File: src/rtl/wb_commit_stage.sv
// Writeback/commit stage: retires MEM results into the GPR file and CP0, and
// commits exceptions, interrupts and eret with a single-cycle pipeline flush.
module wb_commit_stage #(
  parameter int DW            = 32,
  parameter int RAW           = 5,
  parameter int ECW           = 5,
  parameter int CAW           = 8,
  parameter int PIPE_CP0_READ = 1,
  parameter int CNT_W         = 32
) (
  input  logic             clk,
  input  logic             reset,
  input  logic             ms_to_ws_valid,
  output logic             ws_allowin,
  input  logic [DW-1:0]    ms_pc,
  input  logic [DW-1:0]    ms_result,
  input  logic             ms_gr_we,
  input  logic [RAW-1:0]   ms_dest,
  input  logic [DW-1:0]    ms_rt_value,
  input  logic [CAW-1:0]   ms_cp0_addr,
  input  logic             ms_op_mfc0,
  input  logic             ms_op_mtc0,
  input  logic             ms_op_eret,
  input  logic             ms_excp,
  input  logic [ECW-1:0]   ms_excode,
  input  logic             ms_bd,
  input  logic             int_pending,
  input  logic             cp0_status_ie,
  input  logic             cp0_status_exl,
  input  logic [DW-1:0]    cp0_rdata,
  output logic [CAW-1:0]   ws_cp0_addr,
  output logic             cp0_we,
  output logic [DW-1:0]    cp0_wdata,
  output logic             excp_commit,
  output logic [ECW-1:0]   excp_code,
  output logic [DW-1:0]    excp_pc,
  output logic             excp_bd,
  output logic             eret_commit,
  output logic             ws_flush,
  output logic             rf_we,
  output logic [RAW-1:0]   rf_waddr,
  output logic [DW-1:0]    rf_wdata,
  output logic             fw_valid,
  output logic [CNT_W-1:0] retire_cnt,
  output logic [DW-1:0]    debug_wb_pc,
  output logic [DW/8-1:0]  debug_wb_rf_wen,
  output logic [RAW-1:0]   debug_wb_rf_wnum,
  output logic [DW-1:0]    debug_wb_rf_wdata
);

  typedef enum logic [1:0] {
    RD_IDLE = 2'd0,
    RD_WAIT = 2'd1,
    RD_DONE = 2'd2
  } rd_state_e;

  localparam bit PipeRd = (PIPE_CP0_READ != 0);

  rd_state_e        rd_state_q;
  logic             ready_q;
  logic [DW-1:0]    rdata_q;
  logic             ws_valid_q, ws_valid_d;
  logic [DW-1:0]    pc_q, result_q, rt_value_q;
  logic             gr_we_q, op_mfc0_q, op_mtc0_q, op_eret_q, excp_q, bd_q;
  logic [RAW-1:0]   dest_q;
  logic [CAW-1:0]   cp0_addr_q;
  logic [ECW-1:0]   excode_q;
  logic [CNT_W-1:0] retire_cnt_q, retire_cnt_d;

  logic ws_ready_go, commit, int_take, exc_take, good, accept;

  assign ws_ready_go = ready_q;
  assign ws_allowin  = !ws_valid_q || ws_ready_go;
  assign accept      = ms_to_ws_valid && ws_allowin;
  assign commit      = ws_valid_q && ws_ready_go;

  // Interrupt outranks a synchronous exception, which outranks eret.
  assign int_take    = commit && int_pending && cp0_status_ie && !cp0_status_exl;
  assign exc_take    = commit && excp_q && !int_take;
  assign excp_commit = int_take || exc_take;
  assign excp_code   = int_take ? {ECW{1'b0}} : excode_q;
  assign excp_pc     = pc_q;
  assign excp_bd     = bd_q;
  assign eret_commit = commit && op_eret_q && !excp_commit;
  assign ws_flush    = excp_commit || eret_commit;
  assign good        = commit && !excp_commit;

  assign rf_we       = good && gr_we_q;
  assign rf_waddr    = dest_q;
  assign rf_wdata    = op_mfc0_q ? (PipeRd ? rdata_q : cp0_rdata) : result_q;
  assign cp0_we      = good && op_mtc0_q;
  assign cp0_wdata   = rt_value_q;
  assign ws_cp0_addr = cp0_addr_q;
  assign fw_valid    = ws_valid_q && gr_we_q;
  assign retire_cnt  = retire_cnt_q;

  assign debug_wb_pc       = pc_q;
  assign debug_wb_rf_wen   = {(DW/8){rf_we}};
  assign debug_wb_rf_wnum  = dest_q;
  assign debug_wb_rf_wdata = rf_wdata;

  always_comb begin
    ws_valid_d   = ws_valid_q;
    retire_cnt_d = retire_cnt_q;
    if (ws_flush) begin
      ws_valid_d = 1'b0;
    end else if (ws_allowin) begin
      ws_valid_d = ms_to_ws_valid;
    end else begin
      ws_valid_d = ws_valid_q;
    end
    if (good) begin
      retire_cnt_d = retire_cnt_q + {{(CNT_W-1){1'b0}}, 1'b1};
    end else begin
      retire_cnt_d = retire_cnt_q;
    end
  end

  always_ff @(posedge clk) begin
    if (reset) begin
      ws_valid_q   <= 1'b0;
      retire_cnt_q <= {CNT_W{1'b0}};
      pc_q         <= {DW{1'b0}};
      result_q     <= {DW{1'b0}};
      rt_value_q   <= {DW{1'b0}};
      gr_we_q      <= 1'b0;
      dest_q       <= {RAW{1'b0}};
      cp0_addr_q   <= {CAW{1'b0}};
      op_mfc0_q    <= 1'b0;
      op_mtc0_q    <= 1'b0;
      op_eret_q    <= 1'b0;
      excp_q       <= 1'b0;
      excode_q     <= {ECW{1'b0}};
      bd_q         <= 1'b0;
    end else begin
      ws_valid_q   <= ws_valid_d;
      retire_cnt_q <= retire_cnt_d;
      if (accept) begin
        pc_q       <= ms_pc;
        result_q   <= ms_result;
        rt_value_q <= ms_rt_value;
        gr_we_q    <= ms_gr_we;
        dest_q     <= ms_dest;
        cp0_addr_q <= ms_cp0_addr;
        op_mfc0_q  <= ms_op_mfc0;
        op_mtc0_q  <= ms_op_mtc0;
        op_eret_q  <= ms_op_eret;
        excp_q     <= ms_excp;
        excode_q   <= ms_excode;
        bd_q       <= ms_bd;
      end
    end
  end

  // mfc0 read sequencer: one stall cycle while the CP0 read data is registered.
  always_ff @(posedge clk) begin
    if (reset) begin
      rd_state_q <= RD_IDLE;
      ready_q    <= 1'b1;
      rdata_q    <= {DW{1'b0}};
    end else if (PipeRd && accept && !ws_flush && ms_op_mfc0) begin
      rd_state_q <= RD_WAIT;
      ready_q    <= 1'b0;
    end else begin
      case (rd_state_q)
        RD_WAIT: begin
          rd_state_q <= RD_DONE;
          ready_q    <= 1'b1;
          rdata_q    <= cp0_rdata;
        end
        RD_DONE: begin
          rd_state_q <= RD_IDLE;
          ready_q    <= 1'b1;
        end
        default: begin
          rd_state_q <= RD_IDLE;
          ready_q    <= 1'b1;
        end
      endcase
    end
  end

endmodule

File: config.mk
export PLATFORM = sky130hd
export DESIGN_NAME = wb_commit_stage
export DESIGN_NICKNAME = d
export VERILOG_FILES = /design/src/rtl/wb_commit_stage.sv
export SDC_FILE = /design/constraint.sdc
export NUM_CORES = 1
export LEC_CHECK = 0
export BUFFER_PORTS_ARGS = -buffer_cell sky130_fd_sc_hd__buf_2
export CAP_MARGIN = 5
export CORE_AREA = 2 2 151 153
export CTS_CLUSTER_DIAMETER = 150
export DETAILED_ROUTE_END_ITERATION = 16
export DIE_AREA = 0 0 153 155
export GPL_TIMING_DRIVEN = 0
export PLACE_DENSITY = 0.67
export RECOVER_POWER = 25
export SLEW_MARGIN = 10
export SYNTH_ARGS = -nofsm -noshare
export SYNTH_HDL_FRONTEND = slang
export SYNTH_SLANG_ARGS = --single-unit
File: constraint.sdc
create_clock -name clk -period 5.1 [get_ports clk]
set_clock_uncertainty 0.15 [all_clocks]
set_input_delay 0.765 -clock clk [delete_from_list [all_inputs] [get_ports clk]]
set_output_delay 0.765 -clock clk [all_outputs]
set_load 0.1 [all_outputs]
After elaboration in Yosys (flattened, before gate mapping)
Index checks and enable logic that the tools add are counted.
Storage, ports and cells
  input port bits: 158
  bits in registers: 188
  logic and storage cells: 52
Cells by class
  $add $sub $neg: 1
  bitwise gates (word level): 1
  equal/unequal tests: 1
  muxes and demuxes: 5
  reductions and logical operators: 26
Operator list (count)
  adder 32 x 1 -> 32 bit, second input constant: 1
  two-way mux 32 bit: 1
  logical AND 1 bit: 15
  zero test 1 bit: 5
  two-way mux 5 bit: 1
  OR reduction 2 bit: 2
  logical OR 1 bit: 3
  == test 2 x 1 -> 1 bit, second input constant: 1
  two-way mux 1 bit: 2
  two-way mux 2 bit: 1
  AND reduction 2 bit: 1
  NOT 1 bit: 1

Depth between registers and ports, before layout
Gate-level depths: netlist of the first run.
  word-level depth: 15
  mapped depth: 6
  depth with buffers taken out: 5

Worst setup path before layout of the first run
OpenSTA, ideal clock, no wires.
  path type: input -> register
  from: in cp0_status_exl
  to: reg rdata_q[10]
  library setup time: 0.072 ns
  path slack: 1.379 ns
  data required time: 4.878 ns
  cell stages on the path: 6
  data arrival time: 3.499 ns
  cells stage by stage: nand3b_1 -> a21oi_1 -> o311a_1 -> buf_2 -> buf_2 -> mux2i_1
Between the ends
  longest elaborated chain between the ends: 13
Ends and longest elaborated chain
  start: declaration: line 29  | input logic cp0_status_exl,
  zero test 1 bit (*): line 78  | assign int_take = commit && int_pending && cp0_status_ie && !cp0_status_exl;
  logical AND 1 bit (*): line 78
  zero test 1 bit: line 79  | assign exc_take = commit && excp_q && !int_take;
  logical AND 1 bit: line 79
  logical OR 1 bit (*): line 80  | assign excp_commit = int_take || exc_take;
  zero test 1 bit: line 84  | assign eret_commit = commit && op_eret_q && !excp_commit;
  logical AND 1 bit: line 84
  logical OR 1 bit (*): line 85  | assign ws_flush = excp_commit || eret_commit;
  named net ws_flush: line 39  | output logic ws_flush,
  zero test 1 bit (*): line 161  | end else if (PipeRd && accept && !ws_flush && ms_op_mfc0) begin
  logical AND 1 bit (*) (2 in a row): line 161
  NOT 1 bit (no source line) (*)
  AND reduction 2 bit (no source line) (*)
  end signal: assignment: line 160  | rdata_q <= {DW{1'b0}};
  end signal: assignment: line 169  | rdata_q <= cp0_rdata;
  end: declaration: line 61  | logic [DW-1:0] rdata_q;
The timed path passes the listed nets; every way through them passes the cells marked *.
A chain may end at the register's enable or synchronous reset.

Worst setup path after layout of the first run
  from: in int_pending
  to: out debug_wb_rf_wen[1]
Between the ends
  longest elaborated chain between the ends: 9
Ends and longest elaborated chain
  start: declaration: line 27  | input logic int_pending,
  logical AND 1 bit (*) (3 in a row): line 78
  zero test 1 bit: line 79
  logical AND 1 bit: line 79
  logical OR 1 bit (*): line 80
  zero test 1 bit (*): line 86  | assign good = commit && !excp_commit;
  logical AND 1 bit (*): line 86
  logical AND 1 bit (*): line 88  | assign rf_we = good && gr_we_q;
  end: declaration: line 46  | output logic [DW/8-1:0] debug_wb_rf_wen,
Every way passes the cells marked *; elsewhere a longest branch is shown, timed or not.

==> results of run 1 <==
## through the flow
stage | utilization (%) | cells
after floorplan | - | 993
after global placement | 47.4 | 1661
after detailed placement | 47.4 | 1661
after CTS | 50.0 | 1693
after global routing | 49.6 | 1693
final | 49.6 | 1694
## worst min path at each step
| stage | startpoint | to | slack (ns) |
|---|---|---|---|
| finish | result_q[27] | result_q[27] | 0.30 |
| global route | result_q[7] | result_q[7] | 0.32 |
| CTS | cp0_wdata[26] | cp0_wdata[26] | 0.30 |
| detailed placement | cp0_wdata[26] | cp0_wdata[26] | 0.29 |
| global placement | excode_q[2] | excode_q[2] | 0.29 |
| floorplan | op_mtc0_q | op_mtc0_q | 0.28 |
## registers in the layout, summed over array words and instances, names as in the netlist
register,cells
excp_bd,1
ws_valid_q,1
rd_state_q,2
gr_we_q,1
ready_q,1
rdata_q,32
result_q,32
ws_cp0_addr,8
retire_cnt,32
cp0_wdata,32
excode_q,5
op_eret_q,1
op_mtc0_q,1
debug_wb_rf_wnum,5
op_mfc0_q,1
excp_q,1
debug_wb_pc,32
## power groups by stage
stage               Combinational (W)  Sequential (W)  Clock (W)
finish                        0.00105         0.00157    0.00132
global route                  0.00109         0.00158    0.00142
CTS                           0.00106         0.00157    0.00136
detailed placement            0.00106         0.00160          0
global placement              0.00106         0.00160          0
floorplan                    0.000597         0.00185          0
## synth_stat cells, types with 7 or more instances
library cell | number | share of area [%]
nand2_1 | 251 | 11
dfxtp_1 | 188 | 46
a21oi_1 | 129 | 7.8
buf_4 | 73 | 6.6
nand2b_1 | 65 | 4.9
clkbuf_1 | 57 | 2.6
mux2_2 | 46 | 6.3
mux2i_1 | 33 | 4.0
nor2_1 | 32 | 1.5
nor2b_1 | 19 | 1.4
nor3_1 | 11 | 0.67
inv_1 | 10 | 0.45
nor4_1 | 8 | 0.61
nand3_1 | 7 | 0.42
nand4_1 | 7 | 0.53
## per-layer routing
| metal | GRT usage, % | vias to the layer above | wire (um) |
|---|---|---|---|
| met5 | 0 | - | 11 |
| met4 | 6.75 | 2 | 550 |
| met3 | 6.10 | 29 | 2010 |
| met2 | 40.8 | 281 | 13700 |
| met1 | 24.5 | 3627 | 10600 |
| li1 | - | 3993 | - |
## cells by family (layout without fill, tap and decap cells)
family                   after synthesis  in the layout
AND/OR/NAND/NOR                      427            427
flip-flops                           188            188
buffers and inverters                150            565
AO/OA/AOI/OAI                        139            139
multiplexers                          81             81
XOR/XNOR                               7              7
adder cells (fa/ha/maj)                1              1
other                                  0              1
## cells in the final DEF, fill, tap and decap left out, types with 17 or more instances in the layout
cell type  instances
mux2i_1           33
nor2b_1           19
clkbuf_16         17
nor2_1            32
dfxtp_1          188
a21oi_1          129
mux2_2            46
buf_2            306
clkbuf_1         139
nand2_1          251
buf_4             73
nand2b_1          65
## cell type report
class	count	area (um^2)
plain buffers	140	822
diodes	1	2.50
flip-flops and latches	188	3760
multi-input cells	655	3640
repair buffers	383	1820
clock inverters	14	145
inverters	10	37.5
well taps	285	357
fillers	2275	11200
clock buffers	18	439
## worst max-delay path: stages
cell     delay [ns]
buf_2          0.10
and3b_1        0.26
nor2_1         0.44
and2_1         0.42
buf_4          0.17
buf_2          0.41
==> implementation parameters, run 1 <==
Parameter                              Value

Status
  Run status    finished clean

Layout
  Share of cells above drive strength 1    32.9%
  Design area    11000 um^2
  Total Nets Final    1554
  Area grow syn2layout    33.4%

GRT
  Global-route wire length before repair    41100 um
  Via count of the first global-routing pass    7551
  Leftover overflow at the end of global routing    0
  Largest net degree at the start of global routing    20
  Antenna violations before repair    3
  GRT Overall Usage    22.0%

Placed design
  Total cell area at the placement stage    10500 um^2
  Post-Place Setup Slack    1.62 ns
  Placed wire-length estimate    20800 um
  Global placement routability congestion    0.845
  Number of port buffers    383

Synthesis
  Post-synth EDFFs    0
  Number of different library cells in the post-synthesis netlist    39
  Count of mapped cells out of synthesis    993
  Share of synthesized area occupied by flip-flops and latches    45.6%
  Simple-gate portion of the synthesized area    24.0%
  Post-synthesis xor/xnor area fraction    0.742%
  #FFs+latches synth    188
  Net count after synthesis    1152
  Share of synthesized registers carrying an async set or reset    0%
  Fraction of the mapped netlist area in compound gates    8.63%
  Main flop type after synthesis    dfxtp_1
  Area share of fa/ha/maj cells after synthesis    0.151%
  YS warnings    0
  Combinational family with the most area after synthesis    simple AND/OR/NAND/NOR gates
  Synthesized area divided by synthesized cell count    8.32 um^2
  Proportion of synthesized area in mux cells    10.5%
  Synthesized area    8260 um^2

Floorplanning
  Area of the die    23700 um^2
  Starting density of the core    37.2%
  Site Rows    55
  Top-Level Pins    385
  Height of the die    155 um
  Die width    153 um
  Area of the core    22200 um^2

Critical path
  Startpoint kind of the worst setup timing path    input pin
  Minimum setup slack among reg-to-reg paths    2.71 ns
  Worst Setup End Kind    primary output
  Setup crit start    int_pending
  CP Data Required Time    4.18 ns
  Reg2Reg Capture Point    result_q[3]
  Critical Path End    debug_wb_rf_wen[1]
  CP Data Arrival Time    2.57 ns
  Critical R2R Launch    ready_q
  Number of cells on the worst reg-to-reg path    6
  Crit Path Max Fanout    5
  Critical path class    in2out

Power
  Clock share of power    33.6%
  Sw Ratio    38.9%
  Overall Power    0.00394 W
  Largest voltage drop on the vdd net    0.199 mV
  Share of power burned in combinational logic    26.5%
  Design internal power    0.00241 W
  Switching component of the power    0.00153 W
  Reported leakage power    5.03 nW
  Flop pwr share    39.8%
  P per Cell Area    357 nW/um^2

CTS
  Root Buffer Master    clkbuf_16
  Cts bufs inserted    17
  Clock transition at path regs    0.07 ns
  Number of buffers on the longest clock path    2
  Clock network latency to the later pin of the worst-skew pair    0.42 ns
  Number of buffers inserted to repair setup after CTS    0
  Post-CTS Hold Buffers    0
  Num Clock Sinks    188
  CTS tree    yes
  # resized after CTS    0
  H-tree levels    4

Route
  Total Routed Length    26900 um
  Vias per std cell    4.68
  Residual DRC    0
  Number of nets with antenna violations after detailed routing    0
  Total via count after detailed routing    7932
  Detailed Route Iter0 Violations    252
  Routed WL per cell    15.9 um
  Count of TritonRoute iterations in the first routing pass    4

Timing
  RSZ-0062 raised after global routing    false
  Relative slew slack    15.0%
  Setup slack after layout    1.61 ns
  Fmax    0.287 GHz
  Setup TNS    0 ns
  Minimum clock period after layout    3.49 ns
  Hold Fails Final Rpt    0
  Max Transition Viols Final    0
  Slew @ Worst Pin    1.28 ns
  Crit share post-route    68.3%
  Final setup fails    0
  Worst hold slack    0.304 ns

Hold path
  HP Class    reg2reg
  WHS Path Cells    2

Job
  Number of max-cap violations    0
Note: power is estimated with default switching activity, not from simulation.
==> run 2: changes to the inputs <==
--- a/config.mk
+++ b/config.mk
@@ -5,14 +5,15 @@
 export SDC_FILE = /design/constraint.sdc
 export NUM_CORES = 1
 export LEC_CHECK = 0
+export ABC_AREA = 1
 export BUFFER_PORTS_ARGS = -buffer_cell sky130_fd_sc_hd__buf_2
 export CAP_MARGIN = 5
-export CORE_AREA = 2 2 151 153
+export CORE_AREA = 2 2 149 151
 export CTS_CLUSTER_DIAMETER = 150
 export DETAILED_ROUTE_END_ITERATION = 16
-export DIE_AREA = 0 0 153 155
+export DIE_AREA = 0 0 151 153
 export GPL_TIMING_DRIVEN = 0
-export PLACE_DENSITY = 0.67
+export PLACE_DENSITY = 0.68
 export RECOVER_POWER = 25
 export SLEW_MARGIN = 10
 export SYNTH_ARGS = -nofsm -noshare
==> constraint.sdc (replaced) <==
create_clock -name clk -period 3.25 [get_ports clk]
set_clock_uncertainty 0.15 [all_clocks]
set_input_delay 0.4875 -clock clk [delete_from_list [all_inputs] [get_ports clk]]
set_output_delay 0.4875 -clock clk [all_outputs]
set_load 0.1 [all_outputs]
==> implementation parameters, run 2 <==
Parameter                              Value

Synthesis
  Count of mapped cells out of synthesis    1138
  YS warnings    0
  Number of different library cells in the post-synthesis netlist    34
  Post-synth EDFFs    0
  Top post-synthesis cells by area    dfxtp_1, nor2_1, o21ai_0
  Share of synthesized registers carrying an async set or reset    0%
  Top-count cell post-synth    nor2_1
  Proportion of netlist area held by the largest area contributor    45.2%
  Share of synthesized area occupied by flip-flops and latches    45.2%
  Area leader, netlist    dfxtp_1
  #FFs+latches synth    188
  Net count after synthesis    1297
  Synthesized area    8330 um^2
  Leading post-synthesis cells by instance count    nor2_1, dfxtp_1, o21ai_0
  Synthesized area divided by synthesized cell count    7.32 um^2
  Main flop type after synthesis    dfxtp_1

Critical path
  CP Data Required Time    2.61 ns
  Critical-path cell with the highest stage delay    dfxtp_1
  Critical path class    reg2out
  Crit Path Max Fanout    11
  Peak per-stage delay on the critical path    0.62 ns
  Minimum setup slack among reg-to-reg paths    0.60 ns
  Setup crit start    op_mfc0_q
  Cells along the critical path    clkbuf_1, nand2_1, o21ai_0, buf_4, buf_2
  Number of cells on the worst reg-to-reg path    8
  Worst Setup End Kind    primary output
  Reg2Reg Capture Point    rdata_q[24]
  Critical R2R Launch    ws_valid_q
  CP Data Arrival Time    2.36 ns
  Startpoint kind of the worst setup timing path    register

Route
  Number of nets with antenna violations after detailed routing    0
  Count of TritonRoute iterations in the first routing pass    5
  Total Routed Length    27700 um
  Vias per std cell    4.70
  Residual DRC    0
  Detailed Route Iter0 Violations    438
  Total via count after detailed routing    8632
  Routed WL per cell    15.1 um

Floorplanning
  Height of the die    153 um
  Area of the die    23100 um^2
  Die width    151 um
  Site Rows    54
  Top-Level Pins    385
  Area of the core    21500 um^2
  Starting density of the core    38.7%

Placed design
  Placed wire-length estimate    21600 um
  Global placement routability congestion    0.852
  Number of port buffers    384

CTS
  Post-CTS Hold Buffers    0
  Clock transition at path regs    0.08 ns
  Root Buffer Master    clkbuf_16
  CTS tree    yes
  # resized after CTS    0
  H-tree levels    4
  Num Clock Sinks    188
  Cts bufs inserted    17
  Number of buffers inserted to repair setup after CTS    0
  Clock network latency to the later pin of the worst-skew pair    0.43 ns
  Number of buffers on the longest clock path    2

Layout
  Area grow syn2layout    33.9%
  Core occupancy in the finished layout    51.9%
  Leading cell type in the layout, fill and taps excluded    buf_2
  Total Nets Final    1699
  Number of fill cells in the layout    2214
  Share of cells above drive strength 1    32.4%
  Leading cell types in the layout, fill and taps excluded    buf_2, nor2_1, dfxtp_1

Timing
  Minimum clock period after layout    3.00 ns
  RSZ-0062 raised after global routing    false
  Max Transition Viols Final    0
  Relative slew slack    19.0%
  Crit share post-route    92.2%
  Hold Fails Final Rpt    0
  Slew @ Worst Pin    1.22 ns
  Fmax    0.334 GHz
  Final setup fails    0

Hold path
  WHS Path Cells    3
  HP Class    in2reg
  Hold wc startpoint    ms_dest[3]
  Hold endpoint    debug_wb_rf_wnum[3]

Job
  Number of max-cap violations    0

GRT
  Global-route wire length before repair    42100 um
  Leftover overflow at the end of global routing    0
  Largest net degree at the start of global routing    19
  Via count of the first global-routing pass    8013
  Antenna violations before repair    6
  GRT Overall Usage    23.3%

Power
  Overall Power    0.00680 W
  Reported leakage power    5.48 nW
  P per Cell Area    610 nW/um^2
  Largest voltage drop on the vdd net    0.328 mV

Status
  Run status    finished clean
run 2: changes by cell type after synthesis, moves of 46 or more:
cell / before / now
nor2_1: 32 / 245
o21ai_0: 4 / 158
nand2_1: 251 / 131
inv_1: 10 / 83
nand2b_1: 65 / 0
mux2_2: 46 / 0
run 2: report_power, final:
part / leakage, nW / total, W / internal (W) / switching, W
combinational: 3.63 / 0.00208 / 0.000381 / 0.00170
sequential: 1.55 / 0.00251 / 0.00243 / 0.0000706
clock: 0.304 / 0.00222 / 0.00124 / 0.000974
total: 5.48 / 0.00680 / 0.00406 / 0.00274
run 2: metal layers:
| metal | GRT usage [%] | wire, um |
|---|---|---|
| met4 | 7.03 | 509 |
| met3 | 4.93 | 1740 |
| met2 | 39.6 | 13400 |
| met1 | 29.5 | 12000 |
| met5 | 0 | 46 |
run 2: logic make-up (layout without fill, tap and decap cells):
family / count (synthesis) / count (layout) / share of synthesized area (%)
AO/OA/AOI/OAI: 255 / 255 / 15.6
XOR/XNOR: 4 / 4 / 0.421
adder cells (fa/ha/maj): 1 / 1 / 0.150
buffers and inverters: 227 / 642 / 14.1
flip-flops: 188 / 188 / 45.2
other: 0 / 3 / 0
AND/OR/NAND/NOR: 463 / 463 / 24.5
run 2: through the flow:
| step | instance area [um^2] | cells | hold WS (ns) | worst slack (ns) | setup TNS [ns] |
|---|---|---|---|---|---|
| 4_1_cts | 11200 | 1833 | 0.135 | 0.214 | 0 |
| 3_5_place_dp | 10600 | 1802 | 0.292 | 0.461 | 0 |
| 3_3_place_gp | 10600 | 1802 | 0.284 | 0.443 | 0 |
| 5_1_grt | 11100 | 1835 | 0.143 | 0.0843 | 0 |
| 6_report | 11100 | 1836 | 0.149 | 0.253 | 0 |
| 2_1_floorplan | 8330 | 1138 | 0.274 | -0.791 | -18.66 |
run 2: worst max path at each step:
| stage | slack [ns] | cells after the start | end |
|---|---|---|---|
| global placement | 0.44 | 6 | rf_wdata[29] |
| detailed placement | 0.46 | 6 | rf_wdata[29] |
| global route | 0.08 | 5 | rf_wdata[29] |
| floorplan | -0.79 | 4 | rf_wdata[23] |
| CTS | 0.21 | 5 | rf_wdata[29] |
| finish | 0.25 | 5 | rf_wdata[29] |
run 2: worst max-delay path: cells and delay by family, from the launching register on:
family	cells	cell delay [ns]
buffers and inverters	3	0.98
flip-flops	1	0.62
AO/OA/AOI/OAI	1	0.23
AND/OR/NAND/NOR	1	0.10
run 2: final cells by class:
class / count / area [um^2] / share of cell area (%)
multi-input combinational: 723 / 3340 / 30.0
buffer: 140 / 828 / 7.43
clock inverter: 15 / 200 / 1.80
inverter: 86 / 323 / 2.90
antenna: 3 / 7.51 / 0.0674
tap: 280 / 350 / 3.14
timing repair buffer: 384 / 1910 / 17.1
sequential: 188 / 3760 / 33.8
clock buffer: 17 / 425 / 3.82
==> run 3: changes to the inputs <==
--- a/config.mk
+++ b/config.mk
@@ -6,15 +6,15 @@
 export NUM_CORES = 1
 export LEC_CHECK = 0
 export ABC_AREA = 1
-export BUFFER_PORTS_ARGS = -buffer_cell sky130_fd_sc_hd__buf_2
 export CAP_MARGIN = 5
-export CORE_AREA = 2 2 149 151
+export CORE_AREA = 2 2 148 150
 export CTS_CLUSTER_DIAMETER = 150
 export DETAILED_ROUTE_END_ITERATION = 16
-export DIE_AREA = 0 0 151 153
+export DIE_AREA = 0 0 150 152
+export DONT_BUFFER_PORTS = 1
 export GPL_TIMING_DRIVEN = 0
-export PLACE_DENSITY = 0.68
 export RECOVER_POWER = 25
+export SETUP_SLACK_MARGIN = 0.02
 export SLEW_MARGIN = 10
 export SYNTH_ARGS = -nofsm -noshare
 export SYNTH_HDL_FRONTEND = slang
==> constraint.sdc (replaced) <==
create_clock -name clk -period 3.25 [get_ports clk]
set_clock_uncertainty 0.15 [all_clocks]
set_input_delay 0.65 -clock clk [delete_from_list [all_inputs] [get_ports clk]]
set_output_delay 0.65 -clock clk [all_outputs]
set_load 0.1 [all_outputs]
==> implementation parameters, run 3 (synthesis gave the netlist of run 2 again) <==
Parameter                              Value

Timing
  Hold Fails Final Rpt    0
  RSZ-0062 raised after global routing    true
  Fmax    0.317 GHz
  Crit share post-route    97.0%
  Relative slew slack    23.5%
  Slew @ Worst Pin    1.15 ns
  Setup TNS    0 ns
  Final setup fails    0
  Minimum clock period after layout    3.15 ns
  Max Transition Viols Final    0

CTS
  Clock network latency to the later pin of the worst-skew pair    0.43 ns
  Root Buffer Master    clkbuf_16
  H-tree levels    4
  Num Clock Sinks    188
  CTS tree    yes
  Clock transition at path regs    0.07 ns
  Cts bufs inserted    17
  Number of buffers on the longest clock path    2
  Post-CTS Hold Buffers    0

Floorplanning
  Area of the core    21400 um^2
  Height of the die    152 um
  Starting density of the core    39.0%
  Die width    150 um
  Top-Level Pins    385
  Site Rows    54
  Area of the die    22800 um^2

Route
  Total via count after detailed routing    7454
  Number of nets with antenna violations after detailed routing    0
  Total Routed Length    26900 um
  Detailed Route Iter0 Violations    384
  Count of TritonRoute iterations in the first routing pass    4
  Vias per std cell    5.01
  Routed WL per cell    18.1 um
  Residual DRC    0

Layout
  Share of cells above drive strength 1    17.7%
  Area grow syn2layout    20.8%
  Leading cell types in the layout, fill and taps excluded    nor2_1, dfxtp_1, nand2_1
  Design area    10100 um^2
  Leading cell type in the layout, fill and taps excluded    nor2_1
  Total Nets Final    1345
  Core occupancy in the finished layout    47.1%

Power
  Clock share of power    31.7%
  Largest voltage drop on the vdd net    0.320 mV
  Flop pwr share    45.9%
  Switching component of the power    0.00275 W
  Share of power burned in combinational logic    22.4%
  Reported leakage power    4.08 nW
  P per Cell Area    659 nW/um^2
  Design internal power    0.00387 W
  Sw Ratio    41.5%

Critical path
  Setup crit start    op_mfc0_q
  Critical path class    reg2out
  Number of cells on the worst reg-to-reg path    6
  Critical R2R Launch    ws_valid_q
  CP Data Arrival Time    2.35 ns
  Crit Path Max Fanout    10
  CP Data Required Time    2.45 ns
  Worst Setup End Kind    primary output
  Startpoint kind of the worst setup timing path    register

GRT
  GRT Overall Usage    23.0%
  Leftover overflow at the end of global routing    0
  Largest net degree at the start of global routing    19
  Antenna violations before repair    11
  Via count of the first global-routing pass    7185
  Global-route wire length before repair    40300 um

Hold path
  WHS Path Cells    2
  Hold wc startpoint    ms_op_mfc0
  HP Class    in2reg

Placed design
  Placed wire-length estimate    20800 um
  Total cell area at the placement stage    9250 um^2
  Global placement routability congestion    0.888
  Number of port buffers    0

Job
  Number of max-cap violations    0

Status
  Run status    finished clean
==> run 3: cell count changes in the layout (fill, tap and decap cells not counted), moves of 7 or more <==
| cell | before | now |
|---|---|---|
| nor2_2 | 5 | 12 |
| o21ai_1 | 14 | 2 |
| nor2_1 | 248 | 239 |
| diode_2 | 3 | 10 |
| buf_2 | 377 | 14 |
| o21ai_0 | 146 | 126 |
| clkbuf_1 | 69 | 43 |
| buf_6 | 2 | 15 |
| buf_4 | 75 | 64 |
| buf_16 | 0 | 13 |
| buf_1 | 1 | 14 |
| o21ai_2 | 1 | 15 |
| o21ai_4 | 0 | 18 |
==> run 3: worst paths after layout <==
path | end | slack [ns]
worst max-delay path | rf_wdata[25] | 0.1
worst min-delay path | op_mfc0_q | 0.21
worst max register to register | ws_cp0_addr[0] | 0.38
worst min register to register | result_q[23] | 0.32
==> run 3: power groups by stage <==
stage | logic (W) | clock network, W | registers [W]
floorplan | 0.00122 | 0 | 0.00306
global placement | 0.00134 | 0 | 0.00309
detailed placement | 0.00145 | 0 | 0.00309
CTS | 0.00148 | 0.00215 | 0.00304
global route | 0.00156 | 0.00224 | 0.00306
finish | 0.00148 | 0.00210 | 0.00304
==> run 3: layer usage <==
metal	share of wire (%)	vias to the layer above	track usage, %
met5	0.19	-	0
met4	2.3	8	8.18
met3	8.8	49	7.48
met2	49	277	39.3
met1	40	3437	26.8
li1	-	3683	-
==> run 3: area by class of cell <==
class	count	area [um^2]
diodes	10	25.0
flip-flops and latches	188	3760
repair buffers	29	432
inverters	86	323
fillers	2193	11300
plain buffers	141	910
clock inverters	14	158
clock buffers	18	439
well taps	280	350
multi-input cells	723	3650
==> run 3: worst max-delay path, cell delays in order, from the launching register on <==
cell	delay [ns]
dfxtp_1	0.31
clkbuf_2	0.23
clkbuf_4	0.32
o21ai_4	0.63
buf_4	0.42
==> run 3: what timing repair did <==
item / 4_1_cts / 5_1_grt
resized for setup: 27 / 14
buffers inserted: 0 / 0
pin swaps: 3 / 15
setup endpoints to repair: 55 / 26
==> run 3: per-stage QoR <==
stage               power [W]  hold WS [ns]  cells  setup slack (ns)
floorplan             0.00428         0.274   1138            -0.771
global placement      0.00443         0.284   1418             -1.18
detailed placement    0.00455         0.314   1447            -0.145
CTS                   0.00667         0.195   1479           0.00741
global route          0.00686         0.219   1485            0.0155
finish                0.00662         0.213   1489            0.0964
